==> src/rtl/bsg_tag_demux_pkg.sv <==
// Shared sizing helpers and legal parameter ranges for the tag demux FIFOs.
package bsg_tag_demux_pkg;

    localparam int num_out_min_lp = 2;
    localparam int num_out_max_lp = 8;
    localparam int els_min_lp     = 2;
    localparam int els_max_lp     = 16;

    // Width of the destination tag for a given channel count.
    function automatic int tag_width(input int num_out);
        return $clog2(num_out);
    endfunction

    // Width of a FIFO read/write pointer.
    function automatic int ptr_width(input int els);
        return $clog2(els);
    endfunction

    // Width of an occupancy counter; one extra bit so "full" is representable.
    function automatic int count_width(input int els);
        return $clog2(els) + 1;
    endfunction

    // True when els is a power of two.
    function automatic bit is_pow2(input int els);
        return (els > 0) && ((els & (els - 1)) == 0);
    endfunction

endpackage

==> src/rtl/bsg_tag_demux_fifo_ch.sv <==
// One output channel: circular buffer with head/tail pointers and an
// occupancy counter. No fall-through: a word written into an empty buffer
// becomes visible on v_o one cycle later.
module bsg_tag_demux_fifo_ch
    import bsg_tag_demux_pkg::*;
#(
    parameter  int width_p        = 16,
    parameter  int els_p          = 2,
    localparam int ptr_width_lp   = ptr_width(els_p),
    localparam int count_width_lp = count_width(els_p)
) (
    input  logic                      clk_i,
    input  logic                      reset_ni,
    input  logic                      enq_i,
    input  logic [width_p-1:0]        data_i,
    input  logic                      deq_i,
    output logic                      full_o,
    output logic                      v_o,
    output logic [width_p-1:0]        data_o,
    output logic [count_width_lp-1:0] count_o
);

    logic [width_p-1:0]        mem [els_p];
    logic [ptr_width_lp-1:0]   wptr;
    logic [ptr_width_lp-1:0]   rptr;
    logic [count_width_lp-1:0] count;
    logic                      enq_ok;
    logic                      deq_ok;

    assign full_o  = (count == count_width_lp'(els_p));
    assign v_o     = (count != '0);
    assign data_o  = mem[rptr];
    assign count_o = count;

    // Local guards make overflow/underflow impossible even if the caller misbehaves.
    assign enq_ok = enq_i & ~full_o;
    assign deq_ok = deq_i & v_o;

    // Pointers wrap naturally at els_p; count moves only when exactly one side fires.
    always_ff @(posedge clk_i or negedge reset_ni) begin
        if (!reset_ni) begin
            wptr  <= '0;
            rptr  <= '0;
            count <= '0;
        end else begin
            if (enq_ok) wptr <= wptr + 1'b1;
            if (deq_ok) rptr <= rptr + 1'b1;
            case ({enq_ok, deq_ok})
                2'b10:   count <= count + 1'b1;
                2'b01:   count <= count - 1'b1;
                default: count <= count;
            endcase
        end
    end

    // Storage is deliberately not reset; stale entries are masked by v_o.
    always_ff @(posedge clk_i) begin
        if (enq_ok) mem[wptr] <= data_i;
    end

endmodule

==> src/rtl/bsg_tag_demux_fifos.sv <==
// Steers the arbiter's single output stream into per-tag FIFOs so that a
// stalled consumer only blocks words bound for its own channel.
//
// Handshakes: upstream is valid/yumi -- the word on data_i/tag_i is retired
// in any cycle where yumi_o is high, and yumi_o never looks at ready_i, so a
// full channel refuses even if it is draining that same cycle. Each output
// channel is valid/ready -- a word leaves channel k on an edge where both
// v_o[k] and ready_i[k] are high; v_o[k] never depends on ready_i[k].
module bsg_tag_demux_fifos
    import bsg_tag_demux_pkg::*;
#(
    parameter  int width_p        = 16,
    parameter  int num_out_p      = 2,
    parameter  int els_p          = 2,
    localparam int tag_width_lp   = tag_width(num_out_p),
    localparam int count_width_lp = count_width(els_p)
) (
    input  logic                                clk_i,
    input  logic                                reset_ni,
    input  logic                                v_i,
    input  logic [width_p-1:0]                  data_i,
    input  logic [tag_width_lp-1:0]             tag_i,
    output logic                                yumi_o,
    output logic [num_out_p-1:0]                v_o,
    output logic [num_out_p*width_p-1:0]        data_o,
    input  logic [num_out_p-1:0]                ready_i,
    output logic [num_out_p*count_width_lp-1:0] count_o,
    output logic                                tag_err_o
);

    if (num_out_p < num_out_min_lp || num_out_p > num_out_max_lp) begin : g_bad_num_out
        $error("bsg_tag_demux_fifos: num_out_p out of range");
    end
    if (els_p < els_min_lp || els_p > els_max_lp || !is_pow2(els_p)) begin : g_bad_els
        $error("bsg_tag_demux_fifos: els_p must be a power of two in range");
    end

    logic [num_out_p-1:0] tag_hit;
    logic [num_out_p-1:0] full;
    logic [num_out_p-1:0] enq;
    logic [num_out_p-1:0] deq;
    logic                 in_range;
    logic                 tag_full;

    // A tag beyond num_out_p matches no channel, so it can never be accepted.
    assign in_range = |tag_hit;
    assign tag_full = |(tag_hit & full);
    assign yumi_o   = reset_ni & v_i & in_range & ~tag_full;
    assign enq      = tag_hit & {num_out_p{yumi_o}};
    assign deq      = v_o & ready_i;

    for (genvar k = 0; k < num_out_p; k++) begin : g_ch
        assign tag_hit[k] = (tag_i == tag_width_lp'(k));

        bsg_tag_demux_fifo_ch #(
            .width_p (width_p),
            .els_p   (els_p)
        ) u_ch (
            .clk_i    (clk_i),
            .reset_ni (reset_ni),
            .enq_i    (enq[k]),
            .data_i   (data_i),
            .deq_i    (deq[k]),
            .full_o   (full[k]),
            .v_o      (v_o[k]),
            .data_o   (data_o[k*width_p +: width_p]),
            .count_o  (count_o[k*count_width_lp +: count_width_lp])
        );
    end

    // Sticky record that an unroutable tag was ever offered.
    always_ff @(posedge clk_i or negedge reset_ni) begin
        if (!reset_ni) begin
            tag_err_o <= 1'b0;
        end else if (v_i && !in_range) begin
            tag_err_o <= 1'b1;
        end
    end

endmodule
==> config.mk <==
export PLATFORM = sky130hd
export DESIGN_NAME = bsg_tag_demux_fifos
export DESIGN_NICKNAME = d
export VERILOG_FILES = /design/src/rtl/bsg_tag_demux_pkg.sv /design/src/rtl/bsg_tag_demux_fifo_ch.sv /design/src/rtl/bsg_tag_demux_fifos.sv
export SDC_FILE = /design/constraint.sdc
export NUM_CORES = 1
export LEC_CHECK = 0
export BUFFER_PORTS_ARGS = -buffer_cell sky130_fd_sc_hd__buf_2
export CAP_MARGIN = 20
export CORE_MARGIN = 5
export CORE_UTILIZATION = 36
export CTS_CLUSTER_SIZE = 16
export DETAILED_ROUTE_END_ITERATION = 8
export GPL_TIMING_DRIVEN = 0
export PLACE_DENSITY_LB_ADDON = 0.25
export SETUP_SLACK_MARGIN = 0.4
export SLEW_MARGIN = 10
export SYNTH_ARGS = -nofsm -noshare
export SYNTH_HDL_FRONTEND = slang
export SYNTH_SLANG_ARGS = --single-unit
==> constraint.sdc <==
create_clock -name clk_i -period 2.2 [get_ports clk_i]
set_input_delay 0.11 -clock clk_i [delete_from_list [all_inputs] [get_ports clk_i]]
set_output_delay 0.11 -clock clk_i [all_outputs]
set_load 0.02 [all_outputs]
==> metrics.yaml <==
routed_via_density: 4.26
rsz0062_at_grt: "no"
die_height_um: 98.8
layout-drive-gt1-share: 0.517
wl_um: 4940
cp-end-kind: "flop"
fin_hold_ws_ns: 0.0946
relSlewSlack: 0.637
crit_required_ns: 2.16
synth_most_common_cell: "edfxtp_1"
synth_top_area_cell: "edfxtp_1"
cp-startpoint: "g_ch[1].u_ch.count_o[1]"
synth_cells: 141
first_iter_violations: 25
clock-sinks: 72
die_w_um: 98.8
place_ws_ns: 0.235
hold_class: "in2reg"
final-setup-viol-count: 0
htree_levels: 3
cts_buffers: 9
antenna_left: 0
clockBufferDepth: 2
vdd_drop_max_mv: 0.843
rows: 32
clockRootBuffer: "clkbuf_8"
synthTopCellsByCount: "edfxtp_1 (64), mux2_4 (18), mux2_2 (14), dfrtp_1 (8), xnor2_1 (7)"
cap_violations: 0
finalSetupTns_ns: 0
start_util: 0.368
cp.arrival_ns: 1.61
ioPinCount: 62
final_max_slew_viol_count: 0
async_reset_ff_frac: 0.111
min_from: "ready_i[0]"
post_cts_buffers: 0
final_nets: 255
setup_ws_ns: 0.546
finalInstanceArea_um2: 3670
grt_overflow: 0
stdcell_count: 338
synth_edf_count: 64
synth_warnings: 0
antenna_cells: 0
seq_area_um2: 2120
skew_ns: 0.00840
vias: 1440
syn_area_per_cell_um2: 20.2
grt_use_total: 0.107
dp.cells: 305
cts.clk_slew.worst_paths_ns: 0.07
ys_top_cells_by_area: "edfxtp_1 (68%), mux2_4 (9.5%), dfrtp_1 (7.0%)"
cts_tree: "yes"
first_global_vias: 1506
cp_max_fo: 16
p_leak_nw: 1.44
grt_max_degree: 17
seq_area_frac_synth: 0.747
final_hold_viol_count: 0
fmax_mhz: 605
grt_pass1_wl_um: 7850
hpwl_um: 3320
syn_area_um2: 2840
dieArea_um2: 9770
antenna_found_initial: 0
routabilityCongestion: 0.667
drcViolationCount: 0
area_growth_syn_to_layout_pct: 29.1
portBuffers: 60
core_um2: 7730
p_per_area_nw_per_um2: 1150
fill_cells: 682
period_share: 0.752
syn-num-nets: 165
tightest_slew_ns: 0.544
synth_top_area_share: 0.676
rrSetupSlack_ns: 0.55
synth_cell_types: 19
fin_crit_ns: 1.65
outcome: "finished, final reports clean"
ys_ff_latch: 72
ys.flop_type: "edfxtp_1"
wl_per_cell_um: 14.6
firstDrtPassIters: 4
place_area_um2: 3310
crit_path_start_kind: "flop"
critical_path_class: "reg2reg"
clkLatencyLatePin_ns: 0.33
multi_input_area_um2: 668
r2r-start: "g_ch[1].u_ch.count_o[1]"
[through the flow]
stage | utilization | power [mW]
final | 0.475 | 4.22
after global routing | 0.475 | 4.44
after CTS | 0.475 | 4.30
after detailed placement | 0.428 | 3.31
after global placement | 0.424 | 3.28
after floorplan | - | 2.88
[final cells by class]
| type | count | share of cell area |
|---|---|---|
| Timing Repair Buffer | 79 | 0.136 |
| Buffer | 7 | 0.0164 |
| Inverter | 3 | 0.00307 |
| Tap cell | 102 | 0.0348 |
| Sequential cell | 72 | 0.578 |
| Multi-Input combinational cell | 59 | 0.182 |
| Clock buffer | 11 | 0.0358 |
| Clock inverter | 5 | 0.0130 |
[final timing paths]
kind / endpoint / depth (start not counted)
worst max-delay path: g_ch[1].u_ch.mem[0][13] / 3
worst min-delay path: g_ch[0].u_ch.rptr / 3
worst max register to register: g_ch[1].u_ch.mem[0][13] / 3
worst min register to register: g_ch[0].u_ch.wptr / 1
max in group asynchronous: g_ch[1].u_ch.rptr / 2
min in group asynchronous: g_ch[0].u_ch.count_o[0] / 2
[repair_timing]
action,in CTS,in global routing
setup endpoints to repair,32,0
gates resized for setup,2,0
hold endpoints to repair,71,0
hold buffers,17,0
[cells in the final DEF (no fill, tap or decap), drive strengths merged]
cell	n
and2	2
buf	69
bufinv	1
clkbuf	11
clkinv	4
conb	1
dfrtp	8
dlygate4sd3	17
edfxtp	64
ha	2
inv	3
mux2	32
nand2	1
nand2b	1
nand4b	1
nor2	6
o2111ai	1
or2	2
xnor2	7
xor2	3
[per-layer routing]
metal,share of wire,vias to the layer above,global-route usage
met5,0,-,0
li1,-,703,-
met3,0.052,8,0.0269
met2,0.50,34,0.174
met1,0.43,695,0.131
met4,0.013,0,0.0536
[logic make-up after synthesis]
group,synth area share
flip-flops,0.747
multiplexers,0.151
other,0.00132
AO/OA/AOI/OAI,0.00528
buffers and inverters,0.0251
adder cells (fa/ha/maj),0.00881
XOR/XNOR,0.0308
AND/OR/NAND/NOR,0.0313
[state kept, by name, summed over array words and instances (netlist names)]
signal,count
g_ch.u_ch.mem,64
g_ch.u_ch.count_o,4
g_ch.u_ch.rptr,2
g_ch.u_ch.wptr,2
[power breakdown]
part	switching (mW)	internal [mW]
combinational	0.814	0.715
clock	0.426	0.513
sequential	0.0912	1.66
[critical path: stages (launching register included)]
cell and delay (ns):
dfrtp_1 0.40, inv_1 0.10, o2111ai_2 0.28, nor2_4 0.52
Note: power is estimated with default switching activity, not from simulation.
